### src/rtl/delay_line_sequencer.sv
`default_nettype none
// +----------------------------------------------------------------------------+
// | delay_line_sequencer: sample-rate sequencer for an external delay line.   |
// | Optional: DELAY_SEQ_UNDERRUN_HOLD_EN repeats the last sample on underrun. |
// | Revision: 1.0                                                              |
// +----------------------------------------------------------------------------+
module delay_line_sequencer #(
  parameter int DELAY      = 1024,
  parameter int DATA_WIDTH = 16,
  parameter int DIV        = 1024
) (
  input  logic                         clock,
  input  logic                         reset,
  input  logic                         enable,
  input  logic                         in_valid,
  input  logic [DATA_WIDTH-1:0]        in_data,
  output logic                         in_ready,
  output logic                         sr_shift,
  output logic                         sr_clear_n,
  output logic [DATA_WIDTH-1:0]        sr_data_in,
  input  logic [DATA_WIDTH-1:0]        sr_data_out,
  output logic                         out_valid,
  output logic [DATA_WIDTH-1:0]        out_data,
  input  logic                         out_ready,
  output logic                         primed,
  output logic [$clog2(DELAY+1)-1:0]   fill_count,
  output logic                         underrun,
  output logic                         overrun
);

  localparam int CW  = $clog2(DIV);
  localparam int FCW = $clog2(DELAY + 1);
  localparam logic [CW-1:0]  c_slot_cnt = CW'(DIV - 1);
  localparam logic [CW-1:0]  c_cnt_one  = CW'(1);
  localparam logic [FCW-1:0] c_delay    = FCW'(DELAY);
  localparam logic [FCW-1:0] c_one      = FCW'(1);
  localparam logic [FCW-1:0] c_two      = FCW'(2);

  typedef enum logic [1:0] {
    S_IDLE  = 2'd0,
    S_FILL  = 2'd1,
    S_RUN   = 2'd2,
    S_FLUSH = 2'd3
  } state_t;

  state_t                r_state;
  state_t                w_state_nxt;
  logic [CW-1:0]         r_cnt;
  logic [FCW-1:0]        r_fill;
  logic                  r_shift;
  logic                  r_emit;
  logic                  r_clr_n;
  logic [DATA_WIDTH-1:0] r_sr_data;
  logic                  r_out_valid;
  logic [DATA_WIDTH-1:0] r_out_data;
  logic                  r_underrun;
  logic                  r_overrun;

  logic                  w_slot;
  logic                  w_in_ready;
  logic                  w_take;
  logic                  w_fill_full;
  logic                  w_flush_last;
  logic                  w_clear;
  logic [DATA_WIDTH-1:0] w_gap_data;

  assign w_slot     = (r_cnt == c_slot_cnt);
  assign w_in_ready = w_slot && ((r_state == S_FILL) || (r_state == S_RUN));
  // A slot shifts unless it is the one where enable=0 ends FILL or RUN.
  assign w_take     = w_slot && ((w_in_ready && enable) || (r_state == S_FLUSH));
  assign w_fill_full  = r_shift && (r_state == S_FILL) && ((r_fill + c_one) == c_delay);
  assign w_flush_last = r_shift && (r_state == S_FLUSH) && (r_fill == c_two);

`ifdef DELAY_SEQ_UNDERRUN_HOLD_EN
  logic [DATA_WIDTH-1:0] r_last;

  always_ff @(posedge clock or posedge reset) begin
    if (reset) begin
      r_last <= '0;
    end else if (r_state == S_IDLE) begin
      r_last <= '0;
    end else if (w_in_ready && in_valid) begin
      r_last <= in_data;
    end
  end

  assign w_gap_data = r_last;
`else
  assign w_gap_data = '0;
`endif

  always_ff @(posedge clock or posedge reset) begin
    if (reset) begin
      r_state <= S_IDLE;
    end else begin
      r_state <= w_state_nxt;
    end
  end

  always_comb begin
    w_state_nxt = r_state;
    w_clear     = 1'b0;
    case (r_state)
      S_IDLE: begin
        if (enable) w_state_nxt = S_FILL;
      end
      S_FILL: begin
        if (w_slot && !enable) w_state_nxt = S_IDLE;
        else if (w_fill_full)  w_state_nxt = S_RUN;
      end
      S_RUN: begin
        if (w_slot && !enable) w_state_nxt = (DELAY > 1) ? S_FLUSH : S_IDLE;
      end
      S_FLUSH: begin
        if (w_flush_last) w_state_nxt = S_IDLE;
      end
      default: w_state_nxt = S_IDLE;
    endcase
    // Every return to IDLE wipes the line and the fill level.
    if ((r_state != S_IDLE) && (w_state_nxt == S_IDLE)) w_clear = 1'b1;
  end

  always_ff @(posedge clock or posedge reset) begin
    if (reset) begin
      r_cnt      <= '0;
      r_fill     <= '0;
      r_shift    <= 1'b0;
      r_emit     <= 1'b0;
      r_clr_n    <= 1'b1;
      r_sr_data  <= '0;
      r_underrun <= 1'b0;
    end else begin
      if (r_state == S_IDLE) r_cnt <= enable ? c_cnt_one : '0;
      else if (w_slot)       r_cnt <= '0;
      else                   r_cnt <= r_cnt + c_cnt_one;

      r_shift <= w_take;
      r_emit  <= w_fill_full || (r_shift && ((r_state == S_RUN) || (r_state == S_FLUSH)));
      r_clr_n <= !w_clear;

      if (w_take) begin
        if (r_state == S_FLUSH) r_sr_data <= '0;
        else if (in_valid)      r_sr_data <= in_data;
        else                    r_sr_data <= w_gap_data;
      end

      if (w_in_ready && !in_valid) r_underrun <= 1'b1;

      if (w_clear) begin
        r_fill <= '0;
      end else if (r_shift) begin
        if (r_state == S_FILL && r_fill != c_delay) r_fill <= r_fill + c_one;
        else if (r_state == S_FLUSH)                r_fill <= r_fill - c_one;
      end
    end
  end

  // Capture wins over a same-cycle handshake; only an unacknowledged overwrite is an overrun.
  always_ff @(posedge clock or posedge reset) begin
    if (reset) begin
      r_out_valid <= 1'b0;
      r_out_data  <= '0;
      r_overrun   <= 1'b0;
    end else if (r_emit) begin
      r_out_data  <= sr_data_out;
      r_out_valid <= 1'b1;
      if (r_out_valid && !out_ready) r_overrun <= 1'b1;
    end else if (r_out_valid && out_ready) begin
      r_out_valid <= 1'b0;
    end
  end

  assign in_ready   = w_in_ready;
  assign sr_shift   = r_shift;
  assign sr_clear_n = r_clr_n;
  assign sr_data_in = r_sr_data;
  assign out_valid  = r_out_valid;
  assign out_data   = r_out_data;
  assign primed     = (r_state == S_RUN);
  assign fill_count = r_fill;
  assign underrun   = r_underrun;
  assign overrun    = r_overrun;

endmodule
`default_nettype wire

### config.mk
export PLATFORM = sky130hd
export DESIGN_NAME = delay_line_sequencer
export DESIGN_NICKNAME = d
export VERILOG_FILES = /design/src/rtl/delay_line_sequencer.sv
export SDC_FILE = /design/constraint.sdc
export NUM_CORES = 1
export LEC_CHECK = 0
export BUFFER_PORTS_ARGS = -buffer_cell sky130_fd_sc_hd__buf_4
export CORE_ASPECT_RATIO = 0.9
export CORE_MARGIN = 3
export CORE_UTILIZATION = 59
export CTS_BUF_LIST = sky130_fd_sc_hd__clkbuf_4 sky130_fd_sc_hd__clkbuf_8
export DETAILED_ROUTE_END_ITERATION = 10
export HOLD_SLACK_MARGIN = 0.03
export PLACE_DENSITY = 0.88
export SYNTH_ARGS = -nofsm -noshare
export SYNTH_HDL_FRONTEND = slang
export SYNTH_SLANG_ARGS = --single-unit
### constraint.sdc
create_clock -name clock -period 5.7 [get_ports clock]
set_input_delay 1.14 -clock clock [delete_from_list [all_inputs] [get_ports clock]]
set_output_delay 1.14 -clock clock [all_outputs]
set_load 0.01 [all_outputs]
==> impl_metrics.env, run 1 <==
export IMPL_hold_class="reg2reg"
export IMPL_yosys_cell_types_count=51
export IMPL_grt_pass1_wl_um=13020
export IMPL_layout_worst_path_cycle_share_pct=50.95
export IMPL_total_power_mw=1.099
export IMPL_avgSynthCellArea_um2=9.964
export IMPL_worstPathCellList="ha_1 -> and3_1 -> and3_1 -> and2_1 -> buf_4"
export IMPL_die_area_um2=6451
export IMPL_hold_buffers=0
export IMPL_synth_most_common_cell="dfrtp_1"
export IMPL_r2r_start="fill_count[0]"
export IMPL_cts_tree="built"
export IMPL_grt_use_total_pct=25.02
export IMPL_n_antenna_cell=0
export IMPL_htreeDepth=3
export IMPL_dieHeight_um=76.50
export IMPL_port_buffers=86
export IMPL_clkTransAtPathRegs_ns=0.07
export IMPL_synth_area_um2=3258
export IMPL_rows=25
export IMPL_startpoint_type="flop"
export IMPL_fp_coreArea_um2=5286
export IMPL_crit_buf_inv=1
export IMPL_routed_top_layer="met4"
export IMPL_fillers=356
export IMPL_fmax_ghz=0.3444
export IMPL_numCtsBuffers=9
export IMPL_synth_common_cells="dfrtp_1, nand2_1, nand3_1, nor2_1, mux2_2"
export IMPL_ant_nets=0
export IMPL_startpoint="r_cnt[0]"
export IMPL_crit_required_ns=4.56
export IMPL_p_per_area_nw_per_um2=269.8
export IMPL_slowest_delay_ns=0.41
export IMPL_period_minus_slack_ns=2.904
export IMPL_synthTopCellsByArea="dfrtp_1, mux2_2, nand2_1, nand3_1, ha_1"
export IMPL_crit_top_cell="and3_1"
export IMPL_rr_worst_depth=6
export IMPL_first_iter_violations=136
export IMPL_ys_seq_area_share_pct=46.89
export IMPL_antenna_found_initial=0
export IMPL_finalHoldViolCount=0
export IMPL_io_pins=87
export IMPL_ys_ff_latch=61
export IMPL_r2r_setup_slack_ns=3.04
export IMPL_outcome="completed"
export IMPL_firstDrtPassIters=4
export IMPL_slew_headroom_pct=32.31
export IMPL_vias_per_cell=5.664
export IMPL_end_kind="primary output"
export IMPL_drt_met1_wl_um=3190
export IMPL_finalSetupViolCount=0
export IMPL_cts_sinks=61
export IMPL_netlist_instances=327
export IMPL_yosysWarnings=0
export IMPL_crit_family="simple AND/OR/NAND/NOR gates"
export IMPL_finalSetupTns_ns=0
export IMPL_clockRootBuffer="clkbuf_8"
export IMPL_layout_drive_gt1_share_pct=32.28
export IMPL_grt_ovfl_total=0
export IMPL_crit_slowest_cell="dfrtp_1"
export IMPL_skew_ns=0.009113
export IMPL_drt_drc_violations_left=0
export IMPL_critical_path_class="reg2out"
export IMPL_dp_hpwl_um=5418
export IMPL_ir_drop_uv=265.2
export IMPL_cellLeakagePower_nw=2.132
export IMPL_wire_per_inst_um=16.08
export IMPL_worstMarginPinSlew_ns=1.002
export IMPL_clock_latency_ns=0.34
export IMPL_route_met3_wl_um=441
export IMPL_rsz0062_at_grt="false"
export IMPL_syn_nets=375
export IMPL_drv_cap=0
export IMPL_yosys_area_top_type="dfrtp_1"
export IMPL_synth_top_area_share_pct=46.08
export IMPL_synth_main_ff_cell="dfrtp_1"
export IMPL_synth_edff_count=0
export IMPL_syn_to_final_growth_pct=25.04
export IMPL_grt_pass1_vias=2716
export IMPL_cp_arrival_ns=1.76
export IMPL_path_depth=5
export IMPL_crit_path_end="in_ready"
export IMPL_postCtsSetupBuffers=0
export IMPL_initial_core_util_pct=61.63
export IMPL_gp_congestion=0.9024
export IMPL_r2r_end="fill_count[1]"
export IMPL_cts_buffer_depth=2
export IMPL_grt_max_degree=62
export IMPL_cp_max_fo=4
export IMPL_wl_met2_um=3930
export IMPL_async_reset_ff_share_pct=100.0
export IMPL_wl_um=7700
export IMPL_die_w_um=84.33
export IMPL_maxSlewViolCount=0
export IMPL_dr_total_vias=2713
export IMPL_final_nets=455
export IMPL_postCtsResizedCells=0
==> report_power, final <==
group	internal (mW)	switching, mW
sequential	0.450	0.0194
clock	0.248	0.182
combinational	0.0752	0.124
==> layer usage <==
| metal | global-route usage (%) | vias up |
|---|---|---|
| li1 | - | 1288 |
| met1 | 31.34 | 1308 |
| met2 | 41.96 | 102 |
| met3 | 5.838 | 15 |
| met4 | 9.810 | 0 |
| met5 | 0 | - |
==> through the flow <==
step | instance area (um2) | std cells | util [%] | setup slack, ns | hold WS, ns
2_1_floorplan | 3258 | 327 | - | 3.049 | 0.4810
3_3_place_gp | 3851 | 463 | 72.85 | 2.909 | 0.4453
3_5_place_dp | 3851 | 463 | 72.85 | 2.805 | 0.4456
4_1_cts | 4074 | 479 | 77.07 | 2.767 | 0.4687
5_1_grt | 4074 | 479 | 77.07 | 2.668 | 0.4766
6_report | 4074 | 479 | 77.07 | 2.796 | 0.4646
==> worst min path at each step <==
stage,startpoint,slack [ns],to,cells after the start
floorplan,r_cnt[0],0.48,r_cnt[0],1
global placement,underrun,0.45,underrun,1
detailed placement,underrun,0.45,underrun,1
CTS,underrun,0.47,underrun,1
global route,underrun,0.48,underrun,1
finish,underrun,0.46,underrun,1
==> flip-flops by register name (all words and copies together) (netlist names) <==
signal	count
out_data	16
sr_data_in	16
fill_count	11
r_cnt	10
r_state	2
out_valid	1
overrun	1
r_emit	1
sr_clear_n	1
sr_shift	1
underrun	1
==> worst register-to-register path, cell delays in order, from the launching register on <==
cell	delay, ns
dfrtp_1	0.52
inv_1	0.17
ha_1	0.25
a41oi_1	0.81
o21ai_0	0.38
a22o_1	0.33
a21oi_1	0.14
==> logic make-up (layout without fill, tap and decap cells) <==
kind of cell / after synthesis / after routing / share of synthesized area (%)
and+or+nand+nor: 134 / 134 / 21.16
muxes: 17 / 17 / 5.837
AOI/OAI and AO/OA: 48 / 48 / 9.562
xor gates and xnor gates: 23 / 23 / 6.183
buffers and inverters: 33 / 118 / 6.144
DFF: 61 / 61 / 46.89
adders and majority gates: 11 / 11 / 4.224
==> placed cells by master (no fill, tap or decap), types with 3 or more instances in the layout <==
| cell type | instances |
|---|---|
| buf_4 | 87 |
| mux2_2 | 16 |
| and3_1 | 5 |
| a21o_1 | 3 |
| nor3_1 | 7 |
| a21oi_1 | 15 |
| o21ai_0 | 13 |
| nand2b_1 | 3 |
| inv_1 | 13 |
| ha_1 | 11 |
| clkbuf_8 | 9 |
| xor2_1 | 15 |
| a31oi_1 | 4 |
| nand2_1 | 44 |
| and2_1 | 3 |
| xnor2_1 | 8 |
| nor2_1 | 21 |
| dfrtp_1 | 60 |
| nand3_1 | 32 |
==> final cells by class <==
class	count	area, um2	area share (%)
multi-input combinational	233	1530	37.56
tap	67	83.83	2.058
clock inverter	7	98.84	2.426
clock buffer	9	123.9	3.041
inverter	15	56.30	1.382
timing repair buffer	87	653.1	16.03
sequential	61	1528	37.50
No activity file was read; power rests on OpenSTA's default activity.
==> inputs of run 2 (changes only) <==
--- a/config.mk
+++ b/config.mk
@@ -8,11 +8,11 @@
 export BUFFER_PORTS_ARGS = -buffer_cell sky130_fd_sc_hd__buf_4
 export CORE_ASPECT_RATIO = 0.9
 export CORE_MARGIN = 3
-export CORE_UTILIZATION = 59
+export CORE_UTILIZATION = 55
 export CTS_BUF_LIST = sky130_fd_sc_hd__clkbuf_4 sky130_fd_sc_hd__clkbuf_8
 export DETAILED_ROUTE_END_ITERATION = 10
 export HOLD_SLACK_MARGIN = 0.03
-export PLACE_DENSITY = 0.88
+export PLACE_DENSITY = 0.83
 export SYNTH_ARGS = -nofsm -noshare
 export SYNTH_HDL_FRONTEND = slang
 export SYNTH_SLANG_ARGS = --single-unit
==> constraint.sdc (replaced) <==
create_clock -name clock -period 3 [get_ports clock]
set_input_delay 0.6 -clock clock [delete_from_list [all_inputs] [get_ports clock]]
set_output_delay 0.6 -clock clock [all_outputs]
set_load 0.01 [all_outputs]
==> run 2 against run 1 <==
  * Sequential cell count did not move
  * Clock skew rose by 0.0025 ns
  * Register-to-register slack worse by 2.5 ns
  * Sequential share of layout area down 0.27 points
  * Non-clock buffer count grew 3
  * Final area grew 0.74%
  * Power is 89% higher
  * Core utilization shrank 2.1 points
  * Global-route usage shrank 1.5 points
  * Worst setup slack worse by 2.2 ns
  * Largest cell class unchanged
==> impl_metrics.env, run 2 (same netlist as run 1, synthesis figures left out) <==
export IMPL_dp_worst_setup_slack_ns=0.5469
export IMPL_wl_um=7663
export IMPL_cp_max_fo=12
export IMPL_port_buffers=86
export IMPL_htreeDepth=3
export IMPL_cts_sinks=61
export IMPL_r2r_start="fill_count[0]"
export IMPL_r2r_setup_slack_ns=0.57
export IMPL_worstMarginPinSlew_ns=1.078
export IMPL_hold_class="in2async"
export IMPL_cellLeakagePower_nw=2.152
export IMPL_final_cell_mix="buf_4, dfrtp_1, nand2_1"
export IMPL_finalSetupViolCount=0
export IMPL_drt_drc_violations_left=0
export IMPL_fp_coreArea_um2=5474
export IMPL_cp_arrival_ns=2.63
export IMPL_startpoint_type="flop"
export IMPL_antenna_found_initial=0
export IMPL_postCtsResizedCells=0
export IMPL_die_w_um=87.13
export IMPL_slew_headroom_pct=27.86
export IMPL_rsz0062_at_grt="false"
export IMPL_maxSlewViolCount=0
export IMPL_hold_buffers=0
export IMPL_dr_total_vias=2680
export IMPL_multi_input_area_um2=1530
export IMPL_final_nets=458
export IMPL_first_iter_violations=130
export IMPL_skew_ns=0.01157
export IMPL_end_kind="flop"
export IMPL_vias_per_cell=5.560
export IMPL_setup_ws_ns=0.5687
export IMPL_rows=25
export IMPL_clkTransAtPathRegs_ns=0.07
export IMPL_postCtsSetupBuffers=0
export IMPL_slowest_delay_ns=0.51
export IMPL_critical_path_class="reg2reg"
export IMPL_grt_ovfl_total=0
export IMPL_ant_nets=0
export IMPL_cts_buffer_depth=2
export IMPL_outcome="completed"
export IMPL_wire_per_inst_um=15.90
export IMPL_io_pins=87
export IMPL_grt_max_degree=32
export IMPL_design_area_um2=4104
export IMPL_crit_slowest_cell="a211oi_4"
export IMPL_initial_core_util_pct=59.52
export IMPL_ir_drop_uv=406.1
export IMPL_rr_worst_depth=8
export IMPL_crit_family="compound AO/OA/AOI/OAI gates"
export IMPL_clockRootBuffer="clkbuf_8"
export IMPL_dieHeight_um=79.02
export IMPL_crit_buf_inv=1
export IMPL_finalSetupTns_ns=0
export IMPL_fillers=403
export IMPL_grt_use_total_pct=23.56
export IMPL_crit_required_ns=3.20
export IMPL_clock_latency_ns=0.34
export IMPL_n_antenna_cell=0
export IMPL_r2r_end="fill_count[8]"
export IMPL_layout_drive_gt1_share_pct=32.77
export IMPL_firstDrtPassIters=4
export IMPL_die_area_um2=6885
export IMPL_worstPathCellList="inv_1 -> ha_1 -> and3b_2 -> a31oi_1 -> a211o_1 -> a21o_1 -> a211oi_4 -> a21oi_1"
export IMPL_grt_pass1_wl_um=12630
export IMPL_cts_tree="built"
export IMPL_syn_to_final_growth_pct=25.96
export IMPL_finalHoldViolCount=0
export IMPL_final_common_cell="buf_4"
export IMPL_gp_congestion=0.9626
export IMPL_grt_pass1_vias=2597
export IMPL_layout_worst_path_cycle_share_pct=81.04
export IMPL_drv_cap=0
export IMPL_dpl_instance_area_um2=3886
export IMPL_seqCellArea_um2=1528
export IMPL_dp_hpwl_um=5677
export IMPL_numCtsBuffers=9
export IMPL_period_minus_slack_ns=2.431
export IMPL_p_per_area_nw_per_um2=506.5
export IMPL_fmax_ghz=0.4113
[run 2: changes by cell type in the layout (fill, tap and decap cells not counted)]
cell,previous run,this run
buf_4,87,89
clkinv_4,2,0
buf_12,0,1
clkbuf_4,0,1
clkinv_2,1,2
[run 2: cell type report]
class,count,area share (%)
Clock inverter,6,2.104
Tap cell,67,2.043
Timing Repair Buffer,90,16.77
Inverter,15,1.372
Multi-Input combinational cell,233,37.29
Sequential cell,61,37.23
Clock buffer,10,3.201
[run 2: worst max-delay path by stage]
stage,from,end,slack (ns),depth (start not counted)
CTS,fill_count[0],fill_count[8],0.56,8
detailed placement,fill_count[0],fill_count[8],0.55,8
finish,fill_count[0],fill_count[8],0.57,8
global placement,fill_count[0],fill_count[6],0.69,8
floorplan,reset,fill_count[0],0.89,1
global route,fill_count[0],fill_count[2],0.43,8
[run 2: metrics by stage]
step	util (%)	cells	power, mW	hold WS (ns)
final	74.97	482	2.079	0.3606
after detailed placement	70.99	466	1.290	0.4564
after global routing	74.97	482	2.174	0.3956
after global placement	70.99	466	1.279	0.4424
after floorplan	-	327	1.184	0.4810
after CTS	74.97	482	2.089	0.3708
[run 2: metal layers]
| layer | wire length (um) | GRT usage, % | vias up |
|---|---|---|---|
| met1 | 3025 | 29.50 | 1278 |
| met3 | 577 | 7.261 | 10 |
| met5 | 0 | 0 | - |
| met2 | 3973 | 39.38 | 98 |
| met4 | 87 | 6.595 | 0 |
| li1 | - | - | 1294 |
[run 2: where the power goes]
part | leakage (nW) | switching, mW | internal [mW] | total, mW
Clock | 0.110 | 0.324 | 0.477 | 0.800
Sequential | 0.844 | 0.0355 | 0.856 | 0.892
Combinational | 1.20 | 0.234 | 0.153 | 0.386
Total | 2.15 | 0.593 | 1.49 | 2.08
==> inputs of run 3 (changes only) <==
==> constraint.sdc (replaced) <==
create_clock -name clock -period 2.4 [get_ports clock]
set_input_delay 0.48 -clock clock [delete_from_list [all_inputs] [get_ports clock]]
set_output_delay 0.48 -clock clock [all_outputs]
set_load 0.01 [all_outputs]
==> run 3 against run 2 <==
  * Sequential share of layout area is 0.61 points lower
  * Critical endpoint is now in_ready
  * Critical path type is now reg2out
  * First-iteration DRC count grew 13%
  * Global-route usage increased by 1.8 points
==> impl_metrics.env, run 3 (same netlist as run 1, synthesis figures left out) <==
export IMPL_end_kind="primary output"
export IMPL_layout_drive_gt1_share_pct=35.36
export IMPL_r2r_end="fill_count[0]"
export IMPL_hold_class="in2async"
export IMPL_n_antenna_cell=0
export IMPL_wl_um=8246
export IMPL_clkTransAtPathRegs_ns=0.07
export IMPL_postCtsSetupBuffers=0
export IMPL_outcome="completed"
export IMPL_slew_headroom_pct=52.38
export IMPL_cellLeakagePower_nw=2.197
export IMPL_cts_buffer_depth=2
export IMPL_finalSetupViolCount=0
export IMPL_p_int_mw=1.785
export IMPL_r2r_setup_slack_ns=0.15
export IMPL_final_nets=470
export IMPL_r2r_start="fill_count[0]"
export IMPL_clock_latency_ns=0.35
export IMPL_power_frac_seq_pct=43.3
export IMPL_die_area_um2=6885
export IMPL_syn_to_final_growth_pct=28.26
export IMPL_final_cell_mix="buf_4, dfrtp_1, nand2_1"
export IMPL_initial_core_util_pct=59.52
export IMPL_combPwrFrac_pct=21.1
export IMPL_critical_path_class="reg2out"
export IMPL_fp_coreArea_um2=5474
export IMPL_dpl_instance_area_um2=3976
export IMPL_finalHoldViolCount=0
export IMPL_startpoint_type="flop"
export IMPL_use_met1_pct=32.03
export IMPL_crit_required_ns=1.92
export IMPL_switching_power_uw=798.1
export IMPL_swShare_pct=30.90
export IMPL_drt_drc_violations_left=0
export IMPL_first_iter_violations=147
export IMPL_final_common_cell="buf_4"
export IMPL_grt_max_degree=28
export IMPL_die_w_um=87.13
export IMPL_cp_max_fo=4
export IMPL_layout_cells_non_filler=494
export IMPL_worstMarginPinSlew_ns=0.7142
export IMPL_rows=25
export IMPL_cp_arrival_ns=1.78
export IMPL_layout_worst_path_cycle_share_pct=94.17
export IMPL_cts_sinks=61
export IMPL_maxSlewViolCount=0
export IMPL_firstDrtPassIters=4
export IMPL_hold_buffers=0
export IMPL_dr_total_vias=2784
export IMPL_p_clk_share_pct=35.6
export IMPL_vias_per_cell=5.636
export IMPL_htreeDepth=3
export IMPL_grt_use_met3_pct=6.120
export IMPL_io_pins=87
export IMPL_antenna_found_initial=0
export IMPL_place_inst=478
export IMPL_clockRootBuffer="clkbuf_8"
export IMPL_fillers=379
export IMPL_grtUsageMet2_pct=42.79
export IMPL_ir_drop_uv=606.2
export IMPL_fmax_ghz=0.4425
export IMPL_rr_worst_depth=9
export IMPL_grt_pass1_vias=2815
export IMPL_dp_hpwl_um=6010
export IMPL_design_area_um2=4179
export IMPL_rsz0062_at_grt="false"
export IMPL_wire_per_inst_um=16.69
export IMPL_grt_use_total_pct=25.41
export IMPL_cts_tree="built"
export IMPL_total_power_mw=2.583
export IMPL_gp_congestion=0.9260
export IMPL_drv_cap=0
export IMPL_finalSetupTns_ns=0
export IMPL_port_buffers=86
export IMPL_numCtsBuffers=9
export IMPL_period_minus_slack_ns=2.260
export IMPL_dieHeight_um=79.02
export IMPL_skew_ns=0.007391
export IMPL_ant_nets=0
export IMPL_hold_ws_ns=0.07670
export IMPL_grt_ovfl_total=0
export IMPL_grt_pass1_wl_um=13670
export IMPL_p_per_area_nw_per_um2=618.1
export IMPL_gr_max_usage_layer="met2"
## run 3: cell count changes in the layout (fill, tap and decap cells not counted)
cell       change
clkinv_4       +2
ha_1           -1
bufinv_16      -1
buf_4         +12
dfrtp_2        +2
dfrtp_1        -2
clkbuf_4       -1
ha_2           +1
## run 3: worst max path at each step
stage	startpoint	end	cells after the start
3_5_place_dp	fill_count[0]	fill_count[7]	9
2_1_floorplan	fill_count[0]	fill_count[8]	9
6_report	r_cnt[0]	in_ready	5
3_3_place_gp	fill_count[0]	fill_count[5]	9
5_1_grt	fill_count[2]	fill_count[7]	7
4_1_cts	r_cnt[0]	in_ready	5
## run 3: power by group through the flow
stage	Sequential (mW)	Clock (mW)	Combinational, mW
after CTS	1.12	0.934	0.539
after detailed placement	1.14	0	0.536
after global placement	1.13	0	0.519
after global routing	1.12	0.981	0.593
final	1.12	0.920	0.545
after floorplan	1.12	0	0.355
## run 3: layer usage
layer	wire, um	vias to the layer above
met5	0	-
met4	127	0
met3	544	12
met2	4220	100
met1	3353	1363
li1	-	1309
## run 3: repair_timing
item                                    4_1_cts  5_1_grt
resized for setup                             0        3
hold endpoints to repair                      0        0
endpoints found under the setup margin        0        3
## run 3: stage by stage
stage	util [%]	setup slack, ns
after floorplan	-	0.3192
after global placement	72.64	0.2703
after detailed placement	72.64	0.1619
after CTS	76.25	0.07664
after global routing	76.34	0.02364
final	76.34	0.1400
## run 3: area by class of cell
| class | instances | area, um2 | area share [%] |
|---|---|---|---|
| sequential | 61 | 1530 | 36.62 |
| clock inverter | 7 | 73.82 | 1.766 |
| multi-input combinational | 233 | 1533 | 36.68 |
| clock buffer | 9 | 123.9 | 2.964 |
| tap | 67 | 83.83 | 2.006 |
| inverter | 15 | 56.30 | 1.347 |
| timing repair buffer | 102 | 778.2 | 18.62 |
## run 3: critical path, stage by stage, from the launching register on
cell,delay (ns)
dfrtp_1,0.42
ha_2,0.25
and3_1,0.23
and3_1,0.22
and2_1,0.18
buf_4,0.13
